**src/rtl/cal_pkg.sv**
```systemverilog
// Shared calendar helpers: BCD day-pair type, month-index constants and
// month-length / BCD step functions used by the day-of-month counter.
package cal_pkg;

  localparam int TENS_W  = 2;
  localparam int UNITS_W = 4;
  localparam int DAY_W   = TENS_W + UNITS_W;

  // Zero-based month indices of the months shorter than 31 days
  localparam int FEB = 1;
  localparam int APR = 3;
  localparam int JUN = 5;
  localparam int SEP = 8;
  localparam int NOV = 10;

  typedef struct packed {
    logic [TENS_W-1:0]  tens;
    logic [UNITS_W-1:0] units;
  } bcd_day_t;

  // Returns the last valid day of the month in the day_base encoding.
  // Out-of-range month indices fall back to a 31-day month.
  function automatic bcd_day_t month_last_day(
    input logic               m_tens,
    input logic [UNITS_W-1:0] m_units,
    input logic               leap,
    input int                 day_base,
    input int                 month_base
  );
    int m;
    int len;
    int last;
    bcd_day_t r;
    m = (m_tens ? 10 : 0) + int'(m_units) - month_base;
    case (m)
      FEB:                len = leap ? 29 : 28;
      APR, JUN, SEP, NOV: len = 30;
      default:            len = 31;
    endcase
    last    = day_base + len - 1;
    r.tens  = TENS_W'(last / 10);
    r.units = UNITS_W'(last % 10);
    return r;
  endfunction

  function automatic bcd_day_t bcd_inc(input bcd_day_t d);
    bcd_day_t r;
    r = d;
    if (d.units >= 4'd9) begin
      r.units = '0;
      r.tens  = d.tens + 2'd1;
    end else begin
      r.units = d.units + 4'd1;
    end
    return r;
  endfunction

  function automatic bcd_day_t bcd_dec(input bcd_day_t d);
    bcd_day_t r;
    r = d;
    if (d.units == 4'd0) begin
      r.units = 4'd9;
      r.tens  = d.tens - 2'd1;
    end else begin
      r.units = d.units - 4'd1;
    end
    return r;
  endfunction

endpackage

```
**src/rtl/btn_step_gen.sv**
```systemverilog
// Turns a synchronised button level into step pulses: one on the press,
// then one every REPEAT_CYC cycles while the button stays held.
module btn_step_gen #(
  parameter int REPEAT_CYC = 50000000,
  parameter int RPT_W      = 26
) (
  input  logic clk,
  input  logic rst,
  input  logic en,
  input  logic btn,
  output logic step
);

  localparam logic [RPT_W-1:0] RPT_LAST = RPT_W'(REPEAT_CYC - 1);

  logic             btnPrev;
  logic             armed;
  logic             active;
  logic [RPT_W-1:0] rptCnt;
  logic             rise;
  logic             repeatHit;

  // armed stays low after reset until the button has been seen released,
  // so a button held through reset does not fire a fresh press.
  assign rise      = en & btn & ~btnPrev & armed;
  assign repeatHit = en & btn & active & (rptCnt == RPT_LAST);
  assign step      = rise | repeatHit;

  always_ff @(posedge clk) begin
    if (rst) begin
      btnPrev <= 1'b0;
      armed   <= 1'b0;
      active  <= 1'b0;
      rptCnt  <= '0;
    end else begin
      btnPrev <= btn;
      if (!btn) armed <= 1'b1;
      if (!en || !btn) begin
        active <= 1'b0;
        rptCnt <= '0;
      end else if (rise) begin
        active <= 1'b1;
        rptCnt <= '0;
      end else if (active) begin
        rptCnt <= repeatHit ? '0 : rptCnt + RPT_W'(1);
      end
    end
  end

endmodule

```
**src/rtl/bcd_day_of_month_counter.sv**
```systemverilog
// BCD day-of-month register pair: advances on day_tick, wraps at the month
// length (leap aware), clamps on month changes and supports manual stepping.
module bcd_day_of_month_counter
  import cal_pkg::*;
#(
  parameter int DAY_BASE   = 1,
  parameter int MONTH_BASE = 1,
  parameter int REPEAT_CYC = 50000000,
  parameter int RPT_W      = 26
) (
  input  logic         clk,
  input  logic         rst,
  input  logic         day_tick,
  input  logic         set_mode,
  input  logic         btn_up,
  input  logic         btn_down,
  input  logic         month_tens,
  input  logic [3:0]   month_units,
  input  logic         leap,
  output logic [1:0]   day_tens,
  output logic [3:0]   day_units,
  output logic         month_carry
);

  bcd_day_t dayQ;
  bcd_day_t dayNext;
  bcd_day_t lastDay;
  bcd_day_t firstDay;
  logic     carryQ;
  logic     carryNext;
  logic     stepUp;
  logic     stepDown;
  logic     needClamp;
  logic     atLast;
  logic     atFirst;

  btn_step_gen #(
    .REPEAT_CYC (REPEAT_CYC),
    .RPT_W      (RPT_W)
  ) u_step_up (
    .clk  (clk),
    .rst  (rst),
    .en   (set_mode),
    .btn  (btn_up),
    .step (stepUp)
  );

  btn_step_gen #(
    .REPEAT_CYC (REPEAT_CYC),
    .RPT_W      (RPT_W)
  ) u_step_down (
    .clk  (clk),
    .rst  (rst),
    .en   (set_mode),
    .btn  (btn_down),
    .step (stepDown)
  );

  assign firstDay = '{tens: 2'd0, units: 4'(DAY_BASE)};
  assign lastDay  = month_last_day(month_tens, month_units, leap, DAY_BASE, MONTH_BASE);

  // With valid BCD units the packed pair orders the same as the day number.
  assign needClamp = (dayQ.units > 4'd9) || (dayQ > lastDay);
  assign atLast    = (dayQ == lastDay);
  assign atFirst   = (dayQ == firstDay);

  always_comb begin
    dayNext   = dayQ;
    carryNext = 1'b0;
    if (needClamp) begin
      dayNext = lastDay;
    end else if (!set_mode) begin
      if (day_tick) begin
        if (atLast) begin
          dayNext   = firstDay;
          carryNext = 1'b1;
        end else begin
          dayNext = bcd_inc(dayQ);
        end
      end
    end else if (stepUp && !stepDown) begin
      dayNext = atLast ? firstDay : bcd_inc(dayQ);
    end else if (stepDown && !stepUp) begin
      dayNext = atFirst ? lastDay : bcd_dec(dayQ);
    end
  end

  always_ff @(posedge clk) begin
    if (rst) begin
      dayQ   <= firstDay;
      carryQ <= 1'b0;
    end else begin
      dayQ   <= dayNext;
      carryQ <= carryNext;
    end
  end

  assign day_tens    = dayQ.tens;
  assign day_units   = dayQ.units;
  assign month_carry = carryQ;

endmodule
```
**config.mk**
```make
export PLATFORM = sky130hd
export DESIGN_NAME = bcd_day_of_month_counter
export DESIGN_NICKNAME = d
export VERILOG_FILES = /design/src/rtl/cal_pkg.sv /design/src/rtl/btn_step_gen.sv /design/src/rtl/bcd_day_of_month_counter.sv
export SDC_FILE = /design/constraint.sdc
export NUM_CORES = 1
export LEC_CHECK = 0
export ABC_CLOCK_PERIOD_IN_PS = 3790
export CELL_PAD_IN_SITES_DETAIL_PLACEMENT = 1
export CELL_PAD_IN_SITES_GLOBAL_PLACEMENT = 2
export CORE_ASPECT_RATIO = 0.7
export CORE_MARGIN = 8
export CORE_UTILIZATION = 37
export DETAILED_ROUTE_END_ITERATION = 10
export GPL_TIMING_DRIVEN = 0
export PLACE_DENSITY_LB_ADDON = 0.1
export REMOVE_ABC_BUFFERS = 1
export SLEW_MARGIN = 30
export SYNTH_ARGS = -nofsm -noshare
export SYNTH_HDL_FRONTEND = slang
export SYNTH_SLANG_ARGS = --single-unit
```
**constraint.sdc**
```tcl
create_clock -name clk -period 3.79 [get_ports clk]
set_input_delay 0.379 -clock clk [delete_from_list [all_inputs] [get_ports clk]]
set_output_delay 0.379 -clock clk [all_outputs]
set_load 0.02 [all_outputs]
```
Word-level counts from Yosys, hierarchy flattened:

Cells that the tools add are included.
W data, S select, Z words.

* register bits after elaboration: 65
* output and inout bits: 7
* word-level logic and storage cells: 89

* add/subtract/negate cells: 10
* bitwise operators: 15
* reductions and logical operators: 20
* divide/modulo/power cells: 2
* order comparisons: 3
* multiplexer cells: 17
* equality and inequality tests: 11

Operators by type and width (count)
* $eq A32 B4 Y1 const B: 2
* $add A26 B1 Y26 const B: 2
* $eq A26 B26 Y1 const B: 2
* $mux W26: 2
* $mux W6: 7
* $add A2 B32 Y32 const A: 1
* $div A32 B5 Y32 const B: 1
* $eq A32 B1 Y1 const B: 1
* $eq A32 B2 Y1 const B: 1
* $eq A32 B3 Y1 const B: 1
* $mod A32 B5 Y32 const B: 1
* $sub A32 B2 Y32 const B: 1
* $mux W4: 3
* $and A1 B1 Y1: 10
* $reduce_or A4 Y1: 2
* $eq A6 B1 Y1 const B: 1
* $eq A6 B6 Y1: 1
* $gt A6 B6 Y1: 1
* $reduce_or A3 Y1: 2
* $sub A5 B1 Y6 const B: 1
* $add A4 B4 Y5: 1
* $logic_not A1 Y1: 5
* $ne A5 B1 Y1 const B: 1
* $add A4 B1 Y4 const B: 1
* 18 further kinds: 27

Logic depth before layout (Yosys ltp):

Gate-level depths: netlist (run 1).

* word-level depth: 14
* gate-level depth with buffers: 14

Hierarchy:

A second synthesis (run 1) with hierarchy kept.

* cell total of the unflattened synthesis: 495
* area, all modules: 4306.6 um^2

Modules (own cells, without submodules)
* btn_step_gen: area each 1596.5 um^2, cells each 178, sequential area each 580.6 um^2, instances 2
* bcd_day_of_month_counter: area each 1113.6 um^2, cells each 139, sequential area each 140.1 um^2, instances 1

Worst setup path after synthesis (run 1):

Ideal clock, no wire load.

* kind: input port to flip-flop
* start point: in month_tens
* end point: reg dayQ (netlist bit day_units[0])
* cell stages on the path: 14
* setup time: 0.122 ns
* slack: 0.311 ns
* required time: 3.668 ns
* arrival time: 3.357 ns
* path through: inv_1 -> ha_1 -> nand2b_1 -> fa_1 -> xor2_1 -> mux2_2 -> nand2_1 -> a22o_1 -> ha_1 -> nand2b_1 -> a2111oi_1 -> o31ai_1 -> a41o_1 -> a221o_1

* cells in the longest elaborated chain, start to end: 14

RTL lines
* start: declaration: RTL line bcd_day_of_month_counter.sv:17 `input logic month_tens,`
* $mux W4 (*): RTL line cal_pkg.sv:34 `m = (m_tens ? 10 : 0) + int'(m_units) - month_base;`
* $add A4 B4 Y5 (*): RTL line cal_pkg.sv:34
* $sub A5 B1 Y6 (*): RTL line cal_pkg.sv:34
* $eq A32 B2 Y1, or another cell as far along: RTL line cal_pkg.sv:35 `case (m)`
* $reduce_or A4 Y1: RTL line cal_pkg.sv:35
* $pmux W2 S2 (*): RTL line cal_pkg.sv:35
* $add A2 B32 Y32 (*): RTL line cal_pkg.sv:40 `last = day_base + len - 1;`
* $sub A32 B2 Y32 (*): RTL line cal_pkg.sv:40
* branches (longest 6 deep; another with $mod A32 B5 Y32)
* end signal: assignment: RTL line bcd_day_of_month_counter.sv:90 `dayQ <= firstDay;`
* end signal: assignment: RTL line bcd_day_of_month_counter.sv:93 `dayQ <= dayNext;`
* end: declaration: RTL line bcd_day_of_month_counter.sv:25 `bcd_day_t dayQ;`

Every way passes the cells marked *. The select of a mux whose other input is x is not followed.
A chain may end at the register's enable or synchronous reset.

Final worst setup path (run 1):

* start point: in month_units[1]
* end point: reg dayQ (netlist bit day_units[0])

* cells in the longest elaborated chain, start to end: 13

RTL lines
* start: declaration: RTL line bcd_day_of_month_counter.sv:18 `input logic [3:0] month_units,`
* $add A4 B4 Y5 (*): RTL line cal_pkg.sv:34
* $sub A5 B1 Y6 (*): RTL line cal_pkg.sv:34
* $eq A32 B2 Y1, or another cell as far along: RTL line cal_pkg.sv:35
* $reduce_or A4 Y1: RTL line cal_pkg.sv:35
* $pmux W2 S2 (*): RTL line cal_pkg.sv:35
* $add A2 B32 Y32 (*): RTL line cal_pkg.sv:40
* $sub A32 B2 Y32 (*): RTL line cal_pkg.sv:40
* branches (longest 6 deep; another with $mod A32 B5 Y32)

Marks and branches as above.

==> results of run 1 <==
through the flow:
| stage | cell area (µm²) | power [mW] | hold WS, ns | utilization |
|---|---|---|---|---|
| final | 4460 | 2.20 | 0.476 | 0.459 |
| after global routing | 4460 | 2.29 | 0.507 | 0.459 |
| after CTS | 4370 | 2.20 | 0.482 | 0.450 |
| after detailed placement | 3950 | 1.14 | 0.470 | 0.406 |
| after global placement | 3940 | 1.13 | 0.441 | 0.405 |
| after floorplan | 3590 | 1.01 | 0.426 | - |
cell type report:
cell class	instances	area (µm²)	area share
multi-input combinational	344	2340	0.524
timing repair buffer	24	229	0.0513
sequential	65	1300	0.292
clock inverter	6	130	0.0292
inverter	20	75.1	0.0168
tap	128	160	0.0359
clock buffer	10	229	0.0513
worst paths after layout:
kind / to / startpoint / slack, ns
min: u_step_up.armed / u_step_up.armed / 0.48
max: day_units[0] / month_units[1] / 0.14
max reg2reg: day_units[0] / u_step_down.rptCnt[0] / 0.39
min reg2reg: u_step_up.armed / u_step_up.armed / 0.48
power groups by stage:
stage / clock (mW) / combinational (mW) / sequential, mW
floorplan: 0 / 0.245 / 0.761
global placement: 0 / 0.379 / 0.756
detailed placement: 0 / 0.385 / 0.755
CTS: 1.04 / 0.416 / 0.740
global route: 1.07 / 0.479 / 0.747
finish: 1.02 / 0.438 / 0.742
critical path, cell delays in order:
cell             delay [ns]
clkdlybuf4s50_1        0.45
inv_1                  0.06
ha_4                   0.26
nand2b_4               0.14
fa_2                   0.40
xor2_2                 0.17
mux2_2                 0.23
nand2_1                0.05
a22o_1                 0.24
ha_1                   0.28
nand4b_1               0.17
buf_4                  0.20
nor2_4                 0.18
o31ai_4                0.13
a41o_1                 0.23
a221o_1                0.29
state kept, by name, summed over array words and instances (netlist names):
register and cells:
day_tens 2, day_units 4, month_carry 1, u_step_down.active 1, u_step_down.armed 1, u_step_down.btnPrev 1, u_step_down.rptCnt 26, u_step_up.active 1
u_step_up.armed 1, u_step_up.btnPrev 1, u_step_up.rptCnt 26
cells by family after synthesis:
group	count (synthesis)	share of synthesized area
compound gates	61	0.112
xor+xnor	49	0.116
fa+ha+maj	17	0.0596
buf+inv	36	0.0471
flops	65	0.352
mux	2	0.00576
other cells	1	0.00102
simple gates	214	0.306
synth_stat cells, drive strengths merged, types with 2 or more instances:
master,number
nor3b,3
nor4,10
nand2b,6
nand3,19
or2,5
o31ai,2
buf,11
dfxtp,65
a21oi,15
o21a,4
and4,6
or3,3
inv,20
nor3,15
a211o,3
xnor2,27
clkbuf,5
nor4b,5
nand3b,3
nor2,72
a221o,2
o21ai,14
nor2b,5
and2,2
nand4b,2
a21boi,3
nand4,18
and3,4
ha,16
nor4bb,2
xor2,22
and4b,2
or4,2
o211ai,3
o2111ai,2
nand2,28
repair_timing:
item | CTS | global route
setup buffers | 1 | 4
setup endpoints to repair | 7 | 6
resized for setup | 12 | 8
pin swaps | 1 | 8
per-layer routing:
metal | vias to the layer above | wire length, µm
li1 | 1612 | -
met3 | 7 | 286
met2 | 28 | 4010
met5 | - | 0
met4 | 0 | 82
met1 | 1503 | 5020
==> summary.md, run 1 <==
| Metric | Value |
|---|---|
| Grt ovf | 0 |
| Commonest cells after routing, fill and taps aside | nor2_1 (70), dfxtp_1 (65), xnor2_1 (27), nand2_1 (27), xor2_1 (21) |
| Vias per cell | 5.28 |
| Critical Path RT | 4.01 ns |
| Unique masters post-synth | 65 |
| Status | completed |
| Worst min-delay path class | flip-flop to flip-flop |
| Hold_buf cts | 0 |
| Crit-path max FO | 6 |
| Fillers | 1139 |
| Clock sink total | 65 |
| Post-DRT Antenna Nets | 0 |
| Logic pwr share | 0.199 |
| TritonCTS clock tree | done |
| First-pass GRT wire length | 16000 µm |
| I/O pins | 19 |
| Starting Density | 0.380 |
| Synth Instances | 445 |
| Minimum clock period | 3.65 ns |
| Busiest grt layer | met2 |
| Synth area leader | dfxtp_1 |
| Worst slew pin tran | 0.713 ns |
| Residual DRC count | 0 |
| Row cnt | 30 |
| Sequential share of the synthesized area | 0.352 |
| Clock-pin slew on the worst setup and hold paths | 0.06 ns |
| Setup TNS | 0 ns |
| Seq pwr share | 0.337 |
| Max-slew violation count | 0 |
| Synth Area per Inst | 8.30 µm² |
| Router iterations before antenna repair | 4 |
| Die Ht | 99.6 µm |
| Root Buffer Master | clkbuf_16 |
| DP Wirelength | 6710 µm |
| Top-area cell type share of the netlist area | 0.352 |
| Crit Path Class | input port to flip-flop |
| Clock Skew | 0.00457 ns |
| Switching Share | 0.269 |
| Maximum VDD drop | 0.000259 V |
| Vias in the first global route | 3191 |
| CTS Buffer Depth | 2 |
| Worst Setup End Kind | flip-flop |
| Cell Area, Synth | 3690 µm² |
| GRT Util Overall | 0.147 |
| Crit start category | input port |
| Final worst setup slack | 0.140 ns |
| I/O Buffers | 18 |
| Worst Path Arrival | 3.87 ns |
| ANT cells | 0 |
| Final period utilization | 0.963 |
| GR Layer Usage met2 | 0.213 |
| Setup-failing EPs final | 0 |
| Fmax | 274 MHz |
| Final hold vios | 0 |
| DRT iter0 DRCs | 138 |
| DRT Wirelength | 9400 µm |
| WHS Path Cells | 2 |
| Core Region | 9720 µm² |
| GP Congestion | 0.793 |
| Predominant post-synthesis flop cell | dfxtp_1 |
| WL/cell | 15.8 µm |
| Inst Count DP | 576 |
| Leak | 1.45 nW |
| Number of synthesized flops with an enable pin | 0 |
| Max_cap viols | 0 |
| Unrepaired setup endpoints after global routing | false |
| PD cells | 493 nW/µm² |
| Largest net degree at the start of global routing | 25 |
| Rel. slew slack | 0.520 |
| Die area | 13500 µm² |
| Area Growth Syn to Fin | 20.8% |
| Seq cells post-synth | 65 |
| Final std cells w/o fill | 597 |
| R2R depth | 11 |
| Internal power | 1.61 mW |
| Initial antenna violation count | 0 |
| Total clock buffers created by CTS | 9 |
| Synthesis Warnings | 0 |
| Worst skew pair latency | 0.34 ns |
| Clock share of power | 0.464 |
| Nets | 493 |
| CTS HTree Levels | 3 |
| NetSw | 0.593 mW |
| Vias | 3150 |
| Worst slack, placed | -0.769 ns |
| Commonest non-fill, non-tap cell in the layout | nor2_1 |
| Top cells by area, synth | dfxtp_1 (35%), nor2_1 (7.2%), xnor2_1 (6.4%) |
| Post-synth ARST share | 0 |
| Die X | 135 µm |
| Met3 Use GR | 0.0433 |
| Share of post-route cells with drive strength above 1 | 0.104 |
| Grt met1 use | 0.204 |
Note: power is estimated with default switching activity, not from simulation.
==> run 2: changes to the inputs <==
CORE_UTILIZATION = 38   (was 37)
SYNTH_HIERARCHICAL = 1   (was unset)
TNS_END_PERCENT = 20   (was unset)
==> run 2 against run 1 <==
- first-iteration DRC count is 35% higher
- sequential share of layout area fell by 2.8 points
- critical path depth shrank 3
- clock skew grew 0.0015 ns
- total power down 9.0%
- combinational power shrank 4%
- synthesized cell count is 11% higher
- critical path type unchanged
==> summary.md, run 2 <==
| Metric | Value |
|---|---|
| Row cnt | 32 |
| Leak | 1.56 nW |
| Largest net degree at the start of global routing | 26 |
| Power Total | 2.00 mW |
| Die X | 143 µm |
| Vias per cell | 5.92 |
| Residual DRC count | 0 |
| Worst Path Arrival | 3.94 ns |
| First-pass GRT wire length | 20800 µm |
| Count leader, synth | dfxtp_1 |
| Sequential share of the synthesized area | 0.302 |
| Clock-pin slew on the worst setup and hold paths | 0.05 ns |
| ANT cells | 0 |
| Reg2reg start | u_step_down/rptCnt[17] |
| Number of synthesized flops with an enable pin | 0 |
| Total clock buffers created by CTS | 9 |
| Post-synth top cells | dfxtp_1 (65), nor3_1 (33), nand2_1 (31) |
| Max_cap viols | 0 |
| Worst slack, placed | -0.676 ns |
| DRT Wirelength | 12200 µm |
| Top cells by area, synth | dfxtp_1 (30%), ha_1 (5.2%), a211oi_1 (4.2%) |
| I/O Buffers | 18 |
| Final worst setup slack | 0.0810 ns |
| WHS Path Cells | 2 |
| Hold path endpoint | u_step_up/armed |
| Critical Path RT | 4.03 ns |
| Fmax | 270 MHz |
| Root Buffer Master | clkbuf_16 |
| Starting Density | 0.390 |
| Post-synth ARST share | 0 |
| GRT Util Overall | 0.170 |
| CTS Buffer Depth | 2 |
| Top-area cell type share of the netlist area | 0.302 |
| Crit Path Class | input port to flip-flop |
| Vias in the first global route | 3890 |
| Switching Share | 0.296 |
| Cell Area, Synth | 4310 µm² |
| Hold Crit Start | u_step_up/armed |
| GP Congestion | 0.816 |
| Seq cells post-synth | 65 |
| Worst Setup End Kind | flip-flop |
| Status | completed |
| Die Ht | 105 µm |
| Core Region | 11100 µm² |
| Unique masters post-synth | 70 |
| WHS | 0.443 ns |
| Clock Skew | 0.00609 ns |
| DP Wirelength | 8930 µm |
| WL/cell | 18.3 µm |
| CTS HTree Levels | 3 |
| Maximum VDD drop | 0.000213 V |
| Worst min-delay path class | flip-flop to flip-flop |
| I/O pins | 19 |
| Vias | 3941 |
| DRT iter0 DRCs | 186 |
| Synth Area per Inst | 8.70 µm² |
| Crit start category | input port |
| NetSw | 0.593 mW |
| Setup-failing EPs final | 0 |
| Crit-path max FO | 11 |
| Logic pwr share | 0.210 |
| Rel. slew slack | 0.542 |
| Final period utilization | 0.979 |
| TritonCTS clock tree | done |
| Minimum clock period | 3.71 ns |
| Worst slew pin tran | 0.680 ns |
| Die area | 15100 µm² |
| Unrepaired setup endpoints after global routing | true |
| R2R depth | 12 |
| Predominant post-synthesis flop cell | dfxtp_1 |
| Internal power | 1.41 mW |
| Area Growth Syn to Fin | 14.6% |
| Post-DRT Antenna Nets | 0 |
| Nets | 539 |
| Fillers | 1305 |
| Hold_buf cts | 0 |
| Clock sink total | 65 |
| Commonest cells after routing, fill and taps aside | dfxtp_1 (65), nor3_1 (33), nand2_1 (31) |
| Synth Instances | 495 |
| Synthesis Warnings | 6 |
| R2r setup slk | 0.19 ns |
| Seq pwr share | 0.371 |
| Initial antenna violation count | 0 |
| Commonest non-fill, non-tap cell in the layout | dfxtp_1 |
| Synth area leader | dfxtp_1 |
| Max-slew violation count | 0 |
| Clock share of power | 0.419 |
| PD cells | 406 nW/µm² |
| Router iterations before antenna repair | 4 |
| Final hold vios | 0 |
| R2R Path End | day_tens[1] |
| Share of post-route cells with drive strength above 1 | 0.136 |
| Grt ovf | 0 |
| Worst skew pair latency | 0.33 ns |
[run 2: cell count changes after synthesis, moves of 9 or more]
cell	before	now
a211oi_1	0	24
or4_1	1	18
nor2_1	71	18
nor3_1	15	33
xnor2_1	27	13
and3_1	4	13
o31ai_1	2	15
[run 2: how the worst max path moves through the flow]
stage                           from            to  slack [ns]
after floorplan           month_tens  day_units[3]        0.37
after global placement      set_mode   day_tens[1]       -1.01
after detailed placement    set_mode   day_tens[1]       -0.68
after CTS                 month_tens  day_units[3]       -0.01
after global routing        btn_down   day_tens[1]       -0.06
final                       btn_down   day_tens[1]        0.08
[run 2: cell type report]
class | count | area (µm²) | area share
Multi-Input combinational cell | 381 | 2800 | 0.567
Sequential cell | 65 | 1300 | 0.264
Timing Repair Buffer | 28 | 262 | 0.0530
Clock buffer | 11 | 243 | 0.0492
Tap cell | 153 | 191 | 0.0388
Inverter | 23 | 86.3 | 0.0175
Clock inverter | 5 | 55.1 | 0.0112
[run 2: worst max-delay path: stages]
cell and delay [ns]:
clkdlybuf4s50_1 0.58, nand2_1 0.11, or4b_2 0.66, nor4_4 0.32, buf_6 0.20, buf_6 0.14
a31o_2 0.10, inv_1 0.04, ha_1 0.31, o21ai_4 0.31, nand2_1 0.20, or3_1 0.34
a41oi_1 0.22
[run 2: logic make-up (layout without fill, tap and decap cells)]
family | after synthesis | count (layout) | synth area share
and+or+nand+nor | 228 | 228 | 0.330
AOI/OAI and AO/OA | 99 | 99 | 0.176
DFF | 65 | 65 | 0.302
buffers and inverters | 49 | 67 | 0.0642
xor gates and xnor gates | 32 | 32 | 0.0651
adders and majority gates | 19 | 19 | 0.0569
muxes | 2 | 2 | 0.00465
other | 1 | 1 | 0.000871
[run 2: layer usage]
metal  part of all wire  GRT usage  up-vias
met2               0.41      0.238       64
met4             0.0082     0.0366        0
met3              0.042     0.0455        9
met1               0.54      0.250     1940
li1                   -          -     1928
met5                  0          0        -
[run 2: power by group through the flow]
stage | clock network [mW] | registers (mW) | logic (mW)
detailed placement | 0 | 0.756 | 0.386
floorplan | 0 | 0.765 | 0.246
finish | 0.840 | 0.744 | 0.421
CTS | 0.861 | 0.743 | 0.402
global route | 0.889 | 0.749 | 0.462
global placement | 0 | 0.757 | 0.375
[run 2: per-stage QoR]
| stage | area [µm²] | setup TNS (ns) | instances | utilization |
|---|---|---|---|---|
| after global placement | 4490 | -5.44 | 640 | 0.406 |
| after detailed placement | 4530 | -3.45 | 644 | 0.410 |
| after global routing | 4940 | -0.0563 | 666 | 0.447 |
| after floorplan | 4120 | 0 | 469 | - |
| after CTS | 4880 | -0.0120 | 664 | 0.442 |
| final | 4940 | 0 | 666 | 0.447 |
[run 2: repair_timing]
| action | 4_1_cts | 5_1_grt |
|---|---|---|
| buffers inserted | 4 | 2 |
| endpoints found under the setup margin | 6 | 6 |
| pin swaps | 3 | 4 |
| gates cloned | 0 | 0 |
| resized for setup | 6 | 8 |
==> run 3: changes to the inputs <==
REMOVE_ABC_BUFFERS = unset   (was 1)
==> run 3 against run 2 <==
- clock power increased by 24%
- cell count is 3.3% higher
- setup slack improved by 0.041 ns
- largest cell class unchanged
==> summary.md, run 3 (synthesis results as in run 2) <==
| Metric | Value |
|---|---|
| Status | completed |
| Syn_nets | 526 |
| Die Ht | 105 µm |
| TritonCTS clock tree | done |
| Residual DRC count | 0 |
| Root Buffer Master | clkbuf_16 |
| CTS HTree Levels | 3 |
| DRT Wirelength | 13000 µm |
| Die X | 143 µm |
| Minimum clock period | 3.67 ns |
| Share of post-route cells with drive strength above 1 | 0.164 |
| ANT cells | 0 |
| Worst Path Arrival | 3.95 ns |
| Commonest cells after routing, fill and taps aside | dfxtp_1 (65), nor3_1 (33), nand2_1 (31) |
| Initial antenna violation count | 0 |
| DRT iter0 DRCs | 277 |
| GP Congestion | 0.843 |
| Core Region | 11100 µm² |
| Worst skew pair latency | 0.34 ns |
| CTS Buffer Depth | 2 |
| Vias in the first global route | 4002 |
| Maximum VDD drop | 0.000280 V |
| Nets | 561 |
| Setup TNS | 0 ns |
| Router iterations before antenna repair | 5 |
| Vias | 4094 |
| Starting Density | 0.390 |
| Area post-placement | 4680 µm² |
| Worst slack, placed | -0.561 ns |
| Commonest non-fill, non-tap cell in the layout | dfxtp_1 |
| Rel. slew slack | 0.546 |
| WHS Path Cells | 2 |
| Final hold vios | 0 |
| Area Growth Syn to Fin | 20.2% |
| Setup-failing EPs final | 0 |
| R2R depth | 10 |
| Post-route cell area | 5180 µm² |
| Row cnt | 32 |
| Vias per cell | 5.95 |
| WL/cell | 19.0 µm |
| Clock-pin slew on the worst setup and hold paths | 0.06 ns |
| Clock Skew | 0.00447 ns |
| Clock sink total | 65 |
| Crit start category | input port |
| I/O pins | 19 |
| I/O Buffers | 18 |
| Worst slew pin tran | 0.676 ns |
| Die area | 15100 µm² |
| Final period utilization | 0.968 |
| Largest net degree at the start of global routing | 13 |
| Max_cap viols | 0 |
| WHS | 0.458 ns |
| Worst Setup End Kind | flip-flop |
| Final worst setup slack | 0.122 ns |
| Fmax | 273 MHz |
| PD cells | 431 nW/µm² |
| Worst min-delay path class | flip-flop to flip-flop |
| GRT Util Overall | 0.180 |
| Crit Path Class | input port to flip-flop |
| Leak | 1.71 nW |
| Post-DRT Antenna Nets | 0 |
| Critical Path RT | 4.07 ns |
| Total clock buffers created by CTS | 9 |
| Finished Core Util | 0.469 |
| DP Wirelength | 9550 µm |
| Crit-path max FO | 6 |
| First-pass GRT wire length | 21800 µm |
| Max-slew violation count | 0 |
| Grt ovf | 0 |
run 3: layout make-up:
cell class                 instances  area [µm²]
clock buffer                       9         225
sequential                        65        1300
buffer                            26         190
timing repair buffer              24         228
multi-input combinational        381        2810
fill                            1307        5870
tap                              153         191
inverter                          23        86.3
clock inverter                     7         143
run 3: path summary, 6_finish.rpt:
| path | slack, ns | start | end |
|---|---|---|---|
| max | 0.12 | month_tens | day_tens[0] |
| min | 0.46 | u_step_up/armed | u_step_up/armed |
| max reg2reg | 0.48 | u_step_down/rptCnt[17] | day_tens[1] |
| min reg2reg | 0.46 | u_step_up/armed | u_step_up/armed |
run 3: stage by stage:
step	total power, mW	std cells
after floorplan	1.03	495
after global placement	1.15	666
after detailed placement	1.16	666
after CTS	2.22	686
after global routing	2.33	688
final	2.23	688
run 3: critical path, cell delays in order:
cell,delay [ns]
clkdlybuf4s50_1,0.45
inv_1,0.07
ha_4,0.27
nand2b_4,0.15
fa_2,0.43
xnor2_2,0.18
a2111oi_2,0.37
o32ai_2,0.19
ha_1,0.30
nand2b_1,0.10
or2_4,0.30
a21o_1,0.29
a211oi_1,0.28
a22o_1,0.17
run 3: routing by layer:
layer,vias up,share of wire,GRT usage
met2,83,0.40,0.238
met3,11,0.040,0.0450
li1,1976,-,-
met4,0,0.011,0.0411
met1,2024,0.55,0.277
met5,-,0,0
run 3: power by group:
| group | switching, mW | internal [mW] |
|---|---|---|
| Sequential | 0.0318 | 0.704 |
| Combinational | 0.257 | 0.198 |
| Clock | 0.329 | 0.710 |
run 3: what timing repair did:
item                       CTS  global route
pin swaps                    3             6
setup buffers                4             2
gates resized for setup      5            10
setup endpoints to repair    5             6
hold buffers                 0             0
